## config.mk

```make
export PLATFORM = sky130hd
export DESIGN_NAME = mem_port_arbiter_flat
export DESIGN_NICKNAME = d
export VERILOG_FILES = /design/src/rtl/mem_port_arbiter_if.sv /design/src/rtl/mem_port_arbiter.sv /design/src/flat_wrapper.sv
export SDC_FILE = /design/constraint.sdc
export NUM_CORES = 1
export LEC_CHECK = 0
export ABC_AREA = 1
export BUFFER_PORTS_ARGS = -buffer_cell sky130_fd_sc_hd__buf_4
export CELL_PAD_IN_SITES_DETAIL_PLACEMENT = 0
export CELL_PAD_IN_SITES_GLOBAL_PLACEMENT = 1
export CORE_UTILIZATION = 28
export CTS_CLUSTER_SIZE = 16
export DETAILED_ROUTE_END_ITERATION = 6
export PLACE_DENSITY = 0.94
export SKIP_LAST_GASP = 1
export SLEW_MARGIN = 0
export SYNTH_ARGS = -nofsm -noshare
export SYNTH_HDL_FRONTEND = slang
export SYNTH_SLANG_ARGS = --single-unit
export TNS_END_PERCENT = 50
```

## constraint.sdc

```tcl
create_clock -name clk -period 4.25 [get_ports clk]
set_clock_uncertainty 0.05 [all_clocks]
set_input_delay 0.6375 -clock clk [delete_from_list [all_inputs] [get_ports clk]]
set_output_delay 0.6375 -clock clk [all_outputs]
set_load 0.01 [all_outputs]
```

## src/rtl/mem_port_arbiter_if.sv

```systemverilog
// Bundle for the arbiter: fetch port, data port and the shared memory bus.
// The arbiter uses the slave view; the pipeline/memory environment uses master.
interface mem_port_arbiter_if #(
   parameter int ADDR_W = 32,
   parameter int DATA_W = 32
);
   localparam int STRB_W = DATA_W / 8;

   logic              i_valid;
   logic [ADDR_W-1:0] i_addr;
   logic              i_flush;
   logic              i_ready;
   logic [DATA_W-1:0] i_rdata;

   logic              d_valid;
   logic [ADDR_W-1:0] d_addr;
   logic [DATA_W-1:0] d_wdata;
   logic [STRB_W-1:0] d_wstrb;
   logic              d_ready;
   logic [DATA_W-1:0] d_rdata;

   logic              mem_valid;
   logic [ADDR_W-1:0] mem_addr;
   logic [DATA_W-1:0] mem_wdata;
   logic [STRB_W-1:0] mem_wstrb;
   logic              mem_ready;
   logic [DATA_W-1:0] mem_rdata;

   modport slave (
      input  i_valid, i_addr, i_flush,
      output i_ready, i_rdata,
      input  d_valid, d_addr, d_wdata, d_wstrb,
      output d_ready, d_rdata,
      output mem_valid, mem_addr, mem_wdata, mem_wstrb,
      input  mem_ready, mem_rdata
   );

   modport master (
      output i_valid, i_addr, i_flush,
      input  i_ready, i_rdata,
      output d_valid, d_addr, d_wdata, d_wstrb,
      input  d_ready, d_rdata,
      input  mem_valid, mem_addr, mem_wdata, mem_wstrb,
      output mem_ready, mem_rdata
   );
endinterface

```

## src/rtl/mem_port_arbiter.sv

```systemverilog
// Single-outstanding arbiter sharing one memory bus between instruction fetch
// and the load/store port; data has fixed priority, flushed fetches are dropped.
//
// state  | meaning
// IDLE   | no bus cycle; arbitrate (data first, then unflushed fetch)
// BUSY_I | fetch on the bus; wait for mem_ready
// BUSY_D | load/store on the bus; wait for mem_ready
module mem_port_arbiter #(
   parameter int ADDR_W = 32,
   parameter int DATA_W = 32
) (
   input  logic               clk,
   input  logic               rst,
   mem_port_arbiter_if.slave  bus
);
   localparam int STRB_W = DATA_W / 8;

   typedef enum logic [1:0] {
      IDLE   = 2'd0,
      BUSY_I = 2'd1,
      BUSY_D = 2'd2
   } state_t;

   state_t            r_state;
   state_t            w_state_nxt;
   logic              r_drop;
   logic              w_drop_nxt;
   logic [ADDR_W-1:0] r_mem_addr;
   logic [ADDR_W-1:0] w_mem_addr_nxt;
   logic [DATA_W-1:0] r_mem_wdata;
   logic [DATA_W-1:0] w_mem_wdata_nxt;
   logic [STRB_W-1:0] r_mem_wstrb;
   logic [STRB_W-1:0] w_mem_wstrb_nxt;

   logic              w_i_ready;
   logic [DATA_W-1:0] w_i_rdata;
   logic              w_d_ready;
   logic [DATA_W-1:0] w_d_rdata;

   always_ff @(posedge clk) begin
      if (rst) begin
         r_state     <= IDLE;
         r_drop      <= 1'b0;
         r_mem_addr  <= '0;
         r_mem_wdata <= '0;
         r_mem_wstrb <= '0;
      end else begin
         r_state     <= w_state_nxt;
         r_drop      <= w_drop_nxt;
         r_mem_addr  <= w_mem_addr_nxt;
         r_mem_wdata <= w_mem_wdata_nxt;
         r_mem_wstrb <= w_mem_wstrb_nxt;
      end
   end

   always_comb begin
      w_state_nxt     = r_state;
      w_drop_nxt      = r_drop;
      w_mem_addr_nxt  = r_mem_addr;
      w_mem_wdata_nxt = r_mem_wdata;
      w_mem_wstrb_nxt = r_mem_wstrb;
      w_i_ready       = 1'b0;
      w_i_rdata       = '0;
      w_d_ready       = 1'b0;
      w_d_rdata       = '0;

      case (r_state)
         IDLE: begin
            // mem_ready is deliberately ignored here (e.g. a late ack after reset)
            if (bus.d_valid) begin
               w_state_nxt     = BUSY_D;
               w_mem_addr_nxt  = bus.d_addr;
               w_mem_wdata_nxt = bus.d_wdata;
               w_mem_wstrb_nxt = bus.d_wstrb;
            end else if (bus.i_valid && !bus.i_flush) begin
               w_state_nxt     = BUSY_I;
               w_mem_addr_nxt  = bus.i_addr;
               w_mem_wdata_nxt = '0;
               w_mem_wstrb_nxt = '0;
               w_drop_nxt      = 1'b0;
            end
         end

         BUSY_I: begin
            // A redirect cannot abort the bus cycle; remember to discard its data.
            if (bus.i_flush) begin
               w_drop_nxt = 1'b1;
            end
            if (bus.mem_ready) begin
               w_state_nxt = IDLE;
               if (!(r_drop || bus.i_flush)) begin
                  w_i_ready = 1'b1;
                  w_i_rdata = bus.mem_rdata;
               end
            end
         end

         BUSY_D: begin
            if (bus.mem_ready) begin
               w_state_nxt = IDLE;
               w_d_ready   = 1'b1;
               w_d_rdata   = bus.mem_rdata;
            end
         end

         default: begin
            w_state_nxt = IDLE;
         end
      endcase
   end

   assign bus.mem_valid = (r_state != IDLE);
   assign bus.mem_addr  = r_mem_addr;
   assign bus.mem_wdata = r_mem_wdata;
   assign bus.mem_wstrb = r_mem_wstrb;
   assign bus.i_ready   = w_i_ready;
   assign bus.i_rdata   = w_i_rdata;
   assign bus.d_ready   = w_d_ready;
   assign bus.d_rdata   = w_d_rdata;
endmodule

```

## src/flat_wrapper.sv

```systemverilog
// flat-port wrapper written by rule: the top's interface ports become plain ports
module mem_port_arbiter_flat 
#(
   parameter int ADDR_W = 32,
   parameter int DATA_W = 32
)
  (clk, rst, bus_i_valid, bus_i_addr, bus_i_flush, bus_i_ready, bus_i_rdata, bus_d_valid, bus_d_addr, bus_d_wdata, bus_d_wstrb, bus_d_ready, bus_d_rdata, bus_mem_valid, bus_mem_addr, bus_mem_wdata, bus_mem_wstrb, bus_mem_ready, bus_mem_rdata);
  mem_port_arbiter_if #(.ADDR_W(ADDR_W), .DATA_W(DATA_W)) bus_i ();
  input  logic clk;
  input  logic rst;
  input wire logic [$bits(bus_i.i_valid)-1:0] bus_i_valid;
  input wire logic [$bits(bus_i.i_addr)-1:0] bus_i_addr;
  input wire logic [$bits(bus_i.i_flush)-1:0] bus_i_flush;
  output wire logic [$bits(bus_i.i_ready)-1:0] bus_i_ready;
  output wire logic [$bits(bus_i.i_rdata)-1:0] bus_i_rdata;
  input wire logic [$bits(bus_i.d_valid)-1:0] bus_d_valid;
  input wire logic [$bits(bus_i.d_addr)-1:0] bus_d_addr;
  input wire logic [$bits(bus_i.d_wdata)-1:0] bus_d_wdata;
  input wire logic [$bits(bus_i.d_wstrb)-1:0] bus_d_wstrb;
  output wire logic [$bits(bus_i.d_ready)-1:0] bus_d_ready;
  output wire logic [$bits(bus_i.d_rdata)-1:0] bus_d_rdata;
  output wire logic [$bits(bus_i.mem_valid)-1:0] bus_mem_valid;
  output wire logic [$bits(bus_i.mem_addr)-1:0] bus_mem_addr;
  output wire logic [$bits(bus_i.mem_wdata)-1:0] bus_mem_wdata;
  output wire logic [$bits(bus_i.mem_wstrb)-1:0] bus_mem_wstrb;
  input wire logic [$bits(bus_i.mem_ready)-1:0] bus_mem_ready;
  input wire logic [$bits(bus_i.mem_rdata)-1:0] bus_mem_rdata;
  assign bus_i.i_valid = bus_i_valid;
  assign bus_i.i_addr = bus_i_addr;
  assign bus_i.i_flush = bus_i_flush;
  assign bus_i_ready = bus_i.i_ready;
  assign bus_i_rdata = bus_i.i_rdata;
  assign bus_i.d_valid = bus_d_valid;
  assign bus_i.d_addr = bus_d_addr;
  assign bus_i.d_wdata = bus_d_wdata;
  assign bus_i.d_wstrb = bus_d_wstrb;
  assign bus_d_ready = bus_i.d_ready;
  assign bus_d_rdata = bus_i.d_rdata;
  assign bus_mem_valid = bus_i.mem_valid;
  assign bus_mem_addr = bus_i.mem_addr;
  assign bus_mem_wdata = bus_i.mem_wdata;
  assign bus_mem_wstrb = bus_i.mem_wstrb;
  assign bus_i.mem_ready = bus_mem_ready;
  assign bus_i.mem_rdata = bus_mem_rdata;
  mem_port_arbiter #(.ADDR_W(ADDR_W), .DATA_W(DATA_W)) u_core (.clk(clk), .rst(rst), .bus(bus_i));
endmodule
```

==> run_results.csv, run 1 <==
group,metric,value,unit
synthesis,ys_ff_latch,71,
worst_setup_path,crit_path_cell_trace,"inv_1 -> ha_1 -> nand2_1 -> buf_4 -> nor2_1 -> buf_4",
clock_tree,cts_resized,0,
worst_setup_path,startpoint_type,"flop",
routing,viasPerCell,4.350,
worst_setup_path,crit_fanout,24,
timing,rsz0062_at_grt,"no",
worst_hold_path,hp-class,"flop to flop",
final_layout,regArea,1421,sq um
global_routing,grt_pass1_wl,18.75,mm
floorplan,initial_core_util,28.71,%
synthesis,syn_area,3608,sq um
worst_setup_path,path_common_cell,"buf_4",
global_routing,antenna_found_initial,0,
synthesis,synth.distinct_cells,17,
clock_tree,path_clk_slew,0.06,ns
clock_tree,htree_levels,3,
clock_tree,hold_buffers,0,
floorplan,dieArea,13340,sq um
routing,drt_iter0_drc,278,
worst_setup_path,critPathRequiredTime,3.56,ns
routing,drc_errors,0,
global_routing,grt.total_usage,17.92,%
power_and_ir_drop,fin_total_pwr,2752,uW
final_layout,stdcell_count,974,
timing,fmax,0.3639,GHz
timing,slew_viol_final,0,
timing,hold_violations,0,
routing,vias,4237,
routing,post_drt_wl_per_cell,12.98,microns
placement,hpwl,9.048,mm
final_layout,final_layout_size_suffix_gt1_share,41.90,%
synthesis,synth-xor-area-share,0,%
placement,numPlacedInstances,958,
synthesis,synth_seq_area_share,39.39,%
clock_tree,clockRootBuffer,"clkbuf_16",
final_layout,fillers,1286,
run,maxCapViolCount,0,
worst_setup_path,setup.worst_path.end_class,"output port",
global_routing,grt_pass1_vias,3880,
synthesis,postSynthAreaPerCell,6.573,sq um
synthesis,synth_compound_area_share,11.93,%
clock_tree,postCtsSetupBuffers,0,
floorplan,pin_count,273,
worst_setup_path,worst_ep_arrival_time,2.06,ns
final_layout,design_area,6017,sq um
timing,min_period,2.748,ns
timing,finalCritPeriodShare,64.65,%
power_and_ir_drop,p_leak,0.003155,uW
clock_tree,cts_buffer_depth,2,
synthesis,synthMuxAreaShare,0,%
worst_setup_path,slowest_delay,0.58,ns
synthesis,synthSimpleGateAreaFrac,36.58,%
synthesis,syn_inst,549,
synthesis,synth_fp_nets,691,
timing,tightest_slew,1.038,ns
timing,finalSetupViolations,0,
final_layout,multiInputGateArea,1803,sq um
synthesis,post_synth_fa_ha_maj_area_fraction,1.387,%
final_layout,synthToLayoutAreaGrowth,66.75,%
global_routing,grt_overflow,0,
routing,postRouteAntennaNets,0,
routing,first_pass_iters,4,
final_layout,diodes,0,
clock_tree,cts.sinks,71,
floorplan,die_y,115.5,microns
clock_tree,clock_latency,0.33,ns
synthesis,synth_top_family_by_area,"simple AND/OR/NAND/NOR gates",
final_layout,final_common_cell,"buf_4",
power_and_ir_drop,powerDensity,457.4,nW/um^2
worst_setup_path,cp_slowest_cell,"nand2_1",
timing,holdWs,0.4110,ns
final_layout,num-nets-final,939,
placement,place_congestion,0.7401,
placement,io_buffer_count,272,
final_layout,mostFrequentLayoutCells,"buf_4, nand2_1, dfxtp_1",
floorplan,die_w,115.5,microns
worst_setup_path,worst-setup-path-type,"flop to output port",
placement,place_area,5674,sq um
floorplan,coreArea,12570,sq um
timing,tns,0,ns
floorplan,num_rows,41,
clock_tree,cts_tree,"done",
synthesis,ys.warnings.count,0,
timing,relSlewSlack,30.38,%
power_and_ir_drop,ir_worst_vdd,0.2181,mV
clock_tree,cts_buffers,9,
global_routing,grt_max_degree,70,
status,outcome,"finished clean",
routing,wirelength,12.65,mm
-- flip-flops by register name (all words and copies together), names as in the netlist --
signal,flops
u_core.bus.mem_addr,32
u_core.r_state,2
u_core.bus.mem_wdata,32
u_core.bus.mem_wstrb,4
u_core.r_drop,1
-- cell usage after synthesis --
| library cell | instances | area share (%) |
|---|---|---|
| a21oi_1 | 51 | 7.1 |
| a21oi_2 | 20 | 4.9 |
| buf_12 | 2 | 1.1 |
| buf_2 | 18 | 2.5 |
| buf_4 | 1 | 0.21 |
| buf_6 | 2 | 0.62 |
| clkbuf_1 | 15 | 1.6 |
| clkinv_1 | 1 | 0.10 |
| dfxtp_1 | 71 | 39 |
| ha_1 | 4 | 1.4 |
| inv_1 | 42 | 4.4 |
| inv_6 | 1 | 0.24 |
| nand2_1 | 190 | 20 |
| nand2_2 | 21 | 3.6 |
| nand2_4 | 2 | 0.62 |
| nand3_1 | 38 | 5.3 |
| nor2_1 | 70 | 7.3 |
-- metrics by stage --
| stage | setup slack, ns | util [%] |
|---|---|---|
| after floorplan | 2.310 | - |
| after global placement | 1.545 | 45.15 |
| after detailed placement | 1.494 | 45.15 |
| after CTS | 1.479 | 47.87 |
| after global routing | 1.336 | 47.87 |
| final | 1.502 | 47.87 |
-- where the power goes --
part	total, uW	internal, uW	leakage [uW]	switching, uW
clock network	856	563	0.000165	293
logic	1040	451	0.00241	592
registers	853	785	0.000582	67.3
-- path summary, 6_finish.rpt --
path / from / to / slack (ns) / cells past startpoint
worst min-delay path: u_core.bus.mem_addr[15]$_SDFFE_PP0P_ / u_core.bus.mem_addr[15]$_SDFFE_PP0P_ / 0.41 / 2
worst max-delay path: u_core.r_state[0]$_SDFFE_PP0P_ / bus_d_rdata[4] / 1.50 / 6
worst min register to register: u_core.bus.mem_addr[15]$_SDFFE_PP0P_ / u_core.bus.mem_addr[15]$_SDFFE_PP0P_ / 0.41 / 2
worst max register to register: u_core.r_state[0]$_SDFFE_PP0P_ / u_core.bus.mem_wdata[12]$_SDFFE_PP0P_ / 1.86 / 6
-- critical path: cells and delay by family, from the launching register on --
kind	cells	cell delay [ns]
AND/OR/NAND/NOR	2	0.64
buffers and inverters	3	0.53
flip-flops	1	0.36
adder cells (fa/ha/maj)	1	0.20
-- cell families after synthesis --
kind of cell / count (synthesis)
AO/OA/AOI/OAI: 71
buffers and inverters: 82
adder cells (fa/ha/maj): 4
flip-flops: 71
AND/OR/NAND/NOR: 321
-- layout make-up --
class	count	share of cell area, %
Timing Repair Buffer	275	34.31
Multi-Input combinational cell	396	29.96
Sequential cell	71	23.62
Clock buffer	12	4.429
Tap cell	172	3.577
Inverter	44	2.828
Clock inverter	4	1.268
-- metal layers --
layer / routed length, microns / share of wire, % / up-vias / GRT usage, %
met3: 1063 / 8.4 / 9 / 5.753
met4: 112 / 0.89 / 0 / 4.589
li1: - / - / 2184 / -
met1: 5205 / 41 / 1875 / 20.49
met5: 0 / 0 / - / 0
met2: 6263 / 50 / 169 / 32.10
No activity file was read; power rests on OpenSTA's default activity.
==> run 2, diff against run 1 <==
--- a/config.mk
+++ b/config.mk
@@ -9,10 +9,10 @@
 export BUFFER_PORTS_ARGS = -buffer_cell sky130_fd_sc_hd__buf_4
 export CELL_PAD_IN_SITES_DETAIL_PLACEMENT = 0
 export CELL_PAD_IN_SITES_GLOBAL_PLACEMENT = 1
-export CORE_UTILIZATION = 28
+export CORE_UTILIZATION = 23
 export CTS_CLUSTER_SIZE = 16
 export DETAILED_ROUTE_END_ITERATION = 6
-export PLACE_DENSITY = 0.94
+export PLACE_DENSITY = 0.83
 export SKIP_LAST_GASP = 1
 export SLEW_MARGIN = 0
 export SYNTH_ARGS = -nofsm -noshare
==> constraint.sdc (replaced) <==
create_clock -name clk -period 2.4 [get_ports clk]
set_clock_uncertainty 0.05 [all_clocks]
set_input_delay 0.36 -clock clk [delete_from_list [all_inputs] [get_ports clk]]
set_output_delay 0.36 -clock clk [all_outputs]
set_load 0.01 [all_outputs]
==> run 2 against run 1 <==
Effect of this change: sequential share of layout area decreased by 0.35 points; total power rose by 73%; non-clock buffer count increased by 8; count of clock-buffer cells in the layout down 1; via count grew 0.94%; critical path depth did not move; register-to-register slack lost 1.1 ns; clock power rose by 59%; sequential power up 77%; worst setup slack lost 1.1 ns; critical path type unchanged; highest routed layer unchanged.
==> run_results.csv, run 2 (same netlist as run 1, synthesis figures left out) <==
group,metric,value,unit
worst_setup_path,cp_slowest_cell,"dfxtp_1",
timing,worst_slack,0.3918,ns
run,maxCapViolCount,0,
placement,io_buffer_count,272,
placement,dp_worst_setup_slack,0.5831,ns
global_routing,grt.total_usage,15.35,%
worst_setup_path,critPathLaunch,"u_core.r_state[0]$_SDFFE_PP0P_",
final_layout,final_layout_size_suffix_gt1_share,42.35,%
clock_tree,cts_buffer_depth,2,
worst_hold_path,holdPathStages,3,
worst_setup_path,cp_num_cells,6,
worst_setup_path,critPathRequiredTime,1.99,ns
final_layout,diodes,0,
routing,post_drt_wl_per_cell,12.40,microns
routing,drc_errors,0,
final_layout,mostFrequentLayoutCells,"buf_4, nand2_1, dfxtp_1",
worst_setup_path,cp_top_family,"buffers and inverters",
worst_setup_path,setup.worst_path.end_class,"output port",
global_routing,antenna_found_initial,0,
worst_setup_path,r2r-start,"u_core.r_state[0]$_SDFFE_PP0P_",
routing,postRouteAntennaNets,0,
floorplan,num_rows,45,
routing,first_pass_iters,4,
global_routing,grt_overflow,0,
worst_setup_path,slowest_delay,0.36,ns
timing,finalCritPeriodShare,83.67,%
final_layout,synthToLayoutAreaGrowth,69.24,%
clock_tree,htree_levels,3,
final_layout,stdcell_count,1021,
floorplan,die_y,127.3,microns
power_and_ir_drop,p_int,3060,uW
floorplan,die_w,127.3,microns
power_and_ir_drop,ir_worst_vdd,0.3158,mV
placement,numPlacedInstances,1005,
worst_setup_path,worstReg2RegEnd,"u_core.r_state[0]$_SDFFE_PP0P_",
power_and_ir_drop,powerDensity,780.5,nW/um^2
worst_setup_path,crit_path_cell_trace,"inv_1 -> ha_1 -> nand2_1 -> buf_4 -> nor2_1 -> buf_4",
status,outcome,"finished clean",
clock_tree,clockRootBuffer,"clkbuf_16",
worst_hold_path,hp-class,"input pin to flop",
clock_tree,path_clk_slew,0.06,ns
clock_tree,cts_resized,0,
worst_setup_path,crit_fanout,33,
worst_setup_path,path_buf_inv,3,
routing,drt_iter0_drc,131,
worst_setup_path,startpoint_type,"flop",
timing,hold_violations,0,
worst_setup_path,worst-setup-path-type,"flop to output port",
clock_tree,clock_latency,0.33,ns
timing,min_period,2.008,ns
worst_setup_path,worst_ep_arrival_time,1.60,ns
placement,hpwl,9.274,mm
timing,holdWs,0.2311,ns
floorplan,pin_count,273,
global_routing,grt_pass1_wl,19.58,mm
clock_tree,hold_buffers,0,
power_and_ir_drop,seqPwrFrac,31.6,%
worst_setup_path,ff2ff_path_depth,6,
global_routing,grt_max_degree,37,
timing,tns,0,ns
timing,tightest_slew,0.4186,ns
final_layout,num-nets-final,947,
worst_setup_path,path_common_cell,"buf_4",
clock_tree,postCtsSetupBuffers,0,
global_routing,grt_pass1_vias,4038,
floorplan,initial_core_util,23.65,%
power_and_ir_drop,p_comb_share,39.9,%
placement,place_congestion,0.7426,
worst_setup_path,crit_path_end,"bus_d_rdata[10]",
clock_tree,cts.sinks,71,
clock_tree,cts_tree,"done",
power_and_ir_drop,p_sw_share,35.80,%
timing,fmax,0.4980,GHz
final_layout,final_common_cell,"buf_4",
clock_tree,cts_buffers,9,
timing,relSlewSlack,72.10,%
power_and_ir_drop,clkPwrFrac,28.5,%
floorplan,coreArea,15260,sq um
power_and_ir_drop,fin_total_pwr,4767,uW
timing,finalSetupViolations,0,
floorplan,dieArea,16190,sq um
power_and_ir_drop,p_leak,0.003183,uW
final_layout,fillers,1605,
routing,vias,4277,
worst_setup_path,r2r_slack,0.76,ns
routing,wirelength,12.66,mm
timing,slew_viol_final,0,
timing,rsz0062_at_grt,"no",
routing,viasPerCell,4.189,
power_and_ir_drop,switching_power,1707,uW
## run 2: changes by cell type in the layout (fill, tap and decap cells not counted), sizes merged
cell / change
buf: +8
bufinv: -1
clkbuf: -1
clkinv: +1
inv: +1
## run 2: power by group through the flow
stage          registers (uW)  logic (uW)  clock network [uW]
6_report                 1510        1900                1360
5_1_grt                  1530        2120                1460
4_1_cts                  1510        1940                1410
3_5_place_dp             1530        1940                   0
3_3_place_gp             1530        1930                   0
2_1_floorplan            1610        1030                   0
## run 2: cell type report
class | instances | area (sq um) | area share, %
clock buffer | 11 | 242.7 | 3.975
clock inverter | 5 | 56.30 | 0.9219
inverter | 44 | 170.2 | 2.786
multi-input combinational | 396 | 1803 | 29.52
sequential | 71 | 1421 | 23.27
tap | 211 | 264.0 | 4.323
timing repair buffer | 283 | 2150 | 35.20
## run 2: stage by stage
step / area (sq um) / util [%]
2_1_floorplan: 3608 / -
3_3_place_gp: 5808 / 38.06
3_5_place_dp: 5808 / 38.06
4_1_cts: 6107 / 40.02
5_1_grt: 6107 / 40.02
6_report: 6107 / 40.02
## run 2: metal layers
metal  vias to the layer above  track usage, %  part of all wire, %
met2                       176           27.31                   48
li1                       2201               -                    -
met5                         -               0                    0
met3                        15           3.476                  6.9
met4                         0           5.392                  1.6
met1                      1885           18.08                   44
## run 2: worst min path at each step
stage                                               from                                     to  slack (ns)
finish                                    bus_d_wstrb[0]   u_core.bus.mem_wstrb[0]$_SDFFE_PP0P_        0.23
global route                             bus_d_wdata[31]  u_core.bus.mem_wdata[31]$_SDFFE_PP0P_        0.23
CTS                                       bus_d_wstrb[0]   u_core.bus.mem_wstrb[0]$_SDFFE_PP0P_        0.22
detailed placement  u_core.bus.mem_addr[13]$_SDFFE_PP0P_   u_core.bus.mem_addr[13]$_SDFFE_PP0P_        0.40
global placement    u_core.bus.mem_wdata[0]$_SDFFE_PP0P_   u_core.bus.mem_wdata[0]$_SDFFE_PP0P_        0.40
floorplan                     u_core.r_drop$_SDFFE_PP0P_             u_core.r_drop$_SDFFE_PP0P_        0.40
## run 2: worst reg2reg max path: stages, from the launching register on
cell and delay (ns):
dfxtp_1 0.33, inv_1 0.10, ha_2 0.23, buf_4 0.37, nand3_1 0.23, a21oi_1 0.17, nor2_1 0.06
==> run 3, diff against run 2 <==
--- a/config.mk
+++ b/config.mk
@@ -5,14 +5,14 @@
 export SDC_FILE = /design/constraint.sdc
 export NUM_CORES = 1
 export LEC_CHECK = 0
-export ABC_AREA = 1
+export ABC_AREA = 0
 export BUFFER_PORTS_ARGS = -buffer_cell sky130_fd_sc_hd__buf_4
 export CELL_PAD_IN_SITES_DETAIL_PLACEMENT = 0
 export CELL_PAD_IN_SITES_GLOBAL_PLACEMENT = 1
-export CORE_UTILIZATION = 23
+export CORE_UTILIZATION = 25
 export CTS_CLUSTER_SIZE = 16
 export DETAILED_ROUTE_END_ITERATION = 6
-export PLACE_DENSITY = 0.83
+export PLACE_DENSITY = 0.84
 export SKIP_LAST_GASP = 1
 export SLEW_MARGIN = 0
 export SYNTH_ARGS = -nofsm -noshare
==> constraint.sdc (replaced) <==
create_clock -name clk -period 1.69 [get_ports clk]
set_clock_uncertainty 0.05 [all_clocks]
set_input_delay 0.2535 -clock clk [delete_from_list [all_inputs] [get_ports clk]]
set_output_delay 0.2535 -clock clk [all_outputs]
set_load 0.01 [all_outputs]
==> run 3 against run 2 <==
Effect of this change: the run now ends with negative setup slack left; largest power group is now sequential cells; core utilization rose by 7.8 points; worst hold slack got worse by 0.15 ns; critical path depth fell by 1; critical endpoint is now bus_i_rdata[20]; final area rose by 5.4%; sequential share of layout area fell by 1.1 points; sequential power rose by 31%; sequential cell count did not move.
==> run_results.csv, run 3 <==
group,metric,value,unit
status,outcome,"finished, violations left",
status,failed_checks,"negative setup slack",
power_and_ir_drop,p_leak,0.003098,uW
worst_setup_path,worstReg2RegEnd,"u_core.bus.mem_addr[10]$_SDFFE_PP0P_",
placement,io_buffer_count,272,
worst_setup_path,r2r_slack,-0.04,ns
global_routing,grt_pass1_vias,3872,
synthesis,ys.warnings.count,0,
final_layout,synthToLayoutAreaGrowth,83.75,%
final_layout,num-nets-final,752,
synthesis,synth_edf_count,0,
worst_setup_path,critPathLaunch,"u_core.r_state[1]$_SDFFE_PP0P_",
worst_setup_path,worst_ep_arrival_time,1.51,ns
floorplan,num_rows,42,
synthesis,syn_inst,342,
power_and_ir_drop,clkPwrFrac,33.2,%
synthesis,synth_area_leaders,"dfxtp_1, a32o_1, mux2i_1",
worst_setup_path,crit_path_end,"bus_i_rdata[20]",
timing,hold_violations,0,
global_routing,grt.total_usage,17.91,%
final_layout,mostFrequentLayoutCells,"buf_4, dfxtp_1, a32o_1",
synthesis,synth_top_flop_cell,"dfxtp_1",
timing,min_period,1.811,ns
clock_tree,cts_buffers,9,
global_routing,antenna_found_initial,1,
global_routing,grt_pass1_wl,20.29,mm
worst_setup_path,worst-setup-path-type,"flop to output port",
global_routing,grt_max_degree,53,
synthesis,synthArstFlopShare,0,%
synthesis,ys_ff_latch,71,
clock_tree,clock_latency,0.32,ns
floorplan,pin_count,273,
floorplan,die_y,120.4,microns
worst_setup_path,setup.worst_path.end_class,"output port",
placement,numPlacedInstances,764,
final_layout,final_common_cell,"buf_4",
power_and_ir_drop,p_comb_share,31.6,%
routing,postRouteAntennaNets,0,
power_and_ir_drop,seqPwrFrac,35.2,%
clock_tree,hold_buffers,0,
floorplan,initial_core_util,26.04,%
run,maxCapViolCount,0,
power_and_ir_drop,ir_worst_vdd,0.5440,mV
routing,first_pass_iters,4,
synthesis,yosysTopAreaCellShare,40.57,%
clock_tree,htree_levels,3,
synthesis,postSynthAreaPerCell,10.24,sq um
routing,post_drt_wl_per_cell,17.85,microns
clock_tree,path_clk_slew,0.06,ns
clock_tree,cts.sinks,71,
clock_tree,cts_buffer_depth,2,
worst_setup_path,ff2ff_path_depth,6,
worst_setup_path,startpoint_type,"flop",
clock_tree,cts_tree,"done",
synthesis,synth_top_area_cell,"dfxtp_1",
power_and_ir_drop,fin_total_pwr,5625,uW
synthesis,synthTopCellsByCount,"dfxtp_1, a32o_1, and2_1, mux2i_1, and3_1",
worst_setup_path,r2r-start,"u_core.r_state[0]$_SDFFE_PP0P_",
clock_tree,clockRootBuffer,"clkbuf_16",
final_layout,stdcell_count,792,
routing,wirelength,14.14,mm
worst_hold_path,hp-class,"input pin to flop",
power_and_ir_drop,powerDensity,873.8,nW/um^2
timing,relSlewSlack,62.94,%
worst_setup_path,crit_fanout,8,
timing,tightest_slew,0.5537,ns
placement,hpwl,9.937,mm
synthesis,synth.distinct_cells,32,
power_and_ir_drop,switching_power,1648,uW
timing,slew_viol_final,0,
floorplan,coreArea,13450,sq um
floorplan,die_w,120.4,microns
power_and_ir_drop,p_int,3977,uW
floorplan,dieArea,14490,sq um
synthesis,syn_area,3503,sq um
placement,place_congestion,0.7547,
worst_setup_path,critPathRequiredTime,1.39,ns
timing,finalCritPeriodShare,107.2,%
routing,drc_errors,0,
final_layout,final_layout_size_suffix_gt1_share,60.65,%
timing,finalSetupViolations,66,
synthesis,synth_fp_nets,484,
routing,viasPerCell,4.981,
routing,drt_iter0_drc,173,
synthesis,yosysMostFrequentCell,"dfxtp_1",
synthesis,synth_seq_area_share,40.57,%
routing,vias,3945,
timing,worst_slack,-0.1211,ns
power_and_ir_drop,p_sw_share,29.30,%
timing,rsz0062_at_grt,"yes",
global_routing,grt_overflow,0,
timing,fmax,0.5521,GHz
-- run 3: cell types whose count changed in the layout (fill, tap and decap cells not counted), moves of 33 or more --
cell,delta
nand3_1,-37
inv_1,-41
a32o_1,+36
nor2_1,-70
mux2i_1,+33
a21oi_1,-51
nand2_1,-171
-- run 3: power groups by stage --
stage / combinational (uW) / clock, uW / sequential [uW]
after floorplan: 645 / 0 / 2080
after detailed placement: 1590 / 0 / 2010
final: 1780 / 1870 / 1980
after global placement: 1560 / 0 / 1990
after global routing: 1890 / 2010 / 2010
after CTS: 1650 / 1940 / 1980
-- run 3: area by class of cell --
type | count | area, sq um
diodes | 1 | 2.502
clock buffers | 10 | 229.0
clock inverters | 6 | 68.82
fillers | 1234 | 7015
inverters | 6 | 27.53
multi-input cells | 229 | 2046
flip-flops and latches | 71 | 1426
well taps | 176 | 220.2
repair buffers | 293 | 2417
-- run 3: worst min-delay path by stage --
| stage | cells past startpoint | start | to | slack (ns) |
|---|---|---|---|---|
| 2_1_floorplan | 1 | bus_d_wdata[0] | u_core.bus.mem_wdata[0]$_SDFFE_PP0P_ | 0.33 |
| 3_3_place_gp | 2 | u_core.bus.mem_addr[28]$_SDFFE_PP0P_ | u_core.bus.mem_addr[28]$_SDFFE_PP0P_ | 0.40 |
| 3_5_place_dp | 2 | u_core.bus.mem_addr[28]$_SDFFE_PP0P_ | u_core.bus.mem_addr[28]$_SDFFE_PP0P_ | 0.41 |
| 4_1_cts | 2 | bus_d_wdata[17] | u_core.bus.mem_wdata[17]$_SDFFE_PP0P_ | 0.07 |
| 5_1_grt | 2 | bus_d_wdata[3] | u_core.bus.mem_wdata[3]$_SDFFE_PP0P_ | 0.07 |
| 6_report | 2 | bus_d_wdata[17] | u_core.bus.mem_wdata[17]$_SDFFE_PP0P_ | 0.08 |
-- run 3: worst max-delay path, stage by stage (launching register included) --
cell,delay [ns]
dfxtp_2,0.33
inv_4,0.07
ha_4,0.18
and4bb_4,0.33
and2_1,0.16
buf_4,0.12
-- run 3: logic make-up after synthesis --
group	count (synthesis)	synth area share (%)
buf+inv	46	7.036
flops	71	40.57
simple gates	93	15.93
compound gates	86	22.71
fa+ha+maj	4	1.429
mux	42	12.32
-- run 3: timing repair --
action | in CTS | in global routing
endpoints found under the setup margin | 71 | 84
endpoints found under the hold margin | 0 | 0
pin swaps | 23 | 23
resized for setup | 31 | 48
setup buffers | 3 | 1
gates cloned | 3 | 4
-- run 3: through the flow --
stage | setup TNS (ns) | hold slack, ns | instance area, sq um | utilization (%) | worst slack (ns)
6_report | -4.939 | 0.08331 | 6437 | 47.85 | -0.1211
5_1_grt | -8.849 | 0.07228 | 6437 | 47.85 | -0.1741
4_1_cts | -4.589 | 0.06740 | 6183 | 45.96 | -0.1182
3_5_place_dp | -2.809 | 0.4090 | 5729 | 42.59 | -0.1006
3_3_place_gp | -0.2173 | 0.3979 | 5729 | 42.59 | -0.01042
2_1_floorplan | 0 | 0.3293 | 3503 | - | 0.07971
-- run 3: layer usage --
layer	share of wire, %	global-route usage, %	up-vias
met1	36	18.28	1887
met3	8.4	5.472	15
met5	0	0	-
met2	53	34.38	173
li1	-	-	1870
met4	1.8	5.633	0
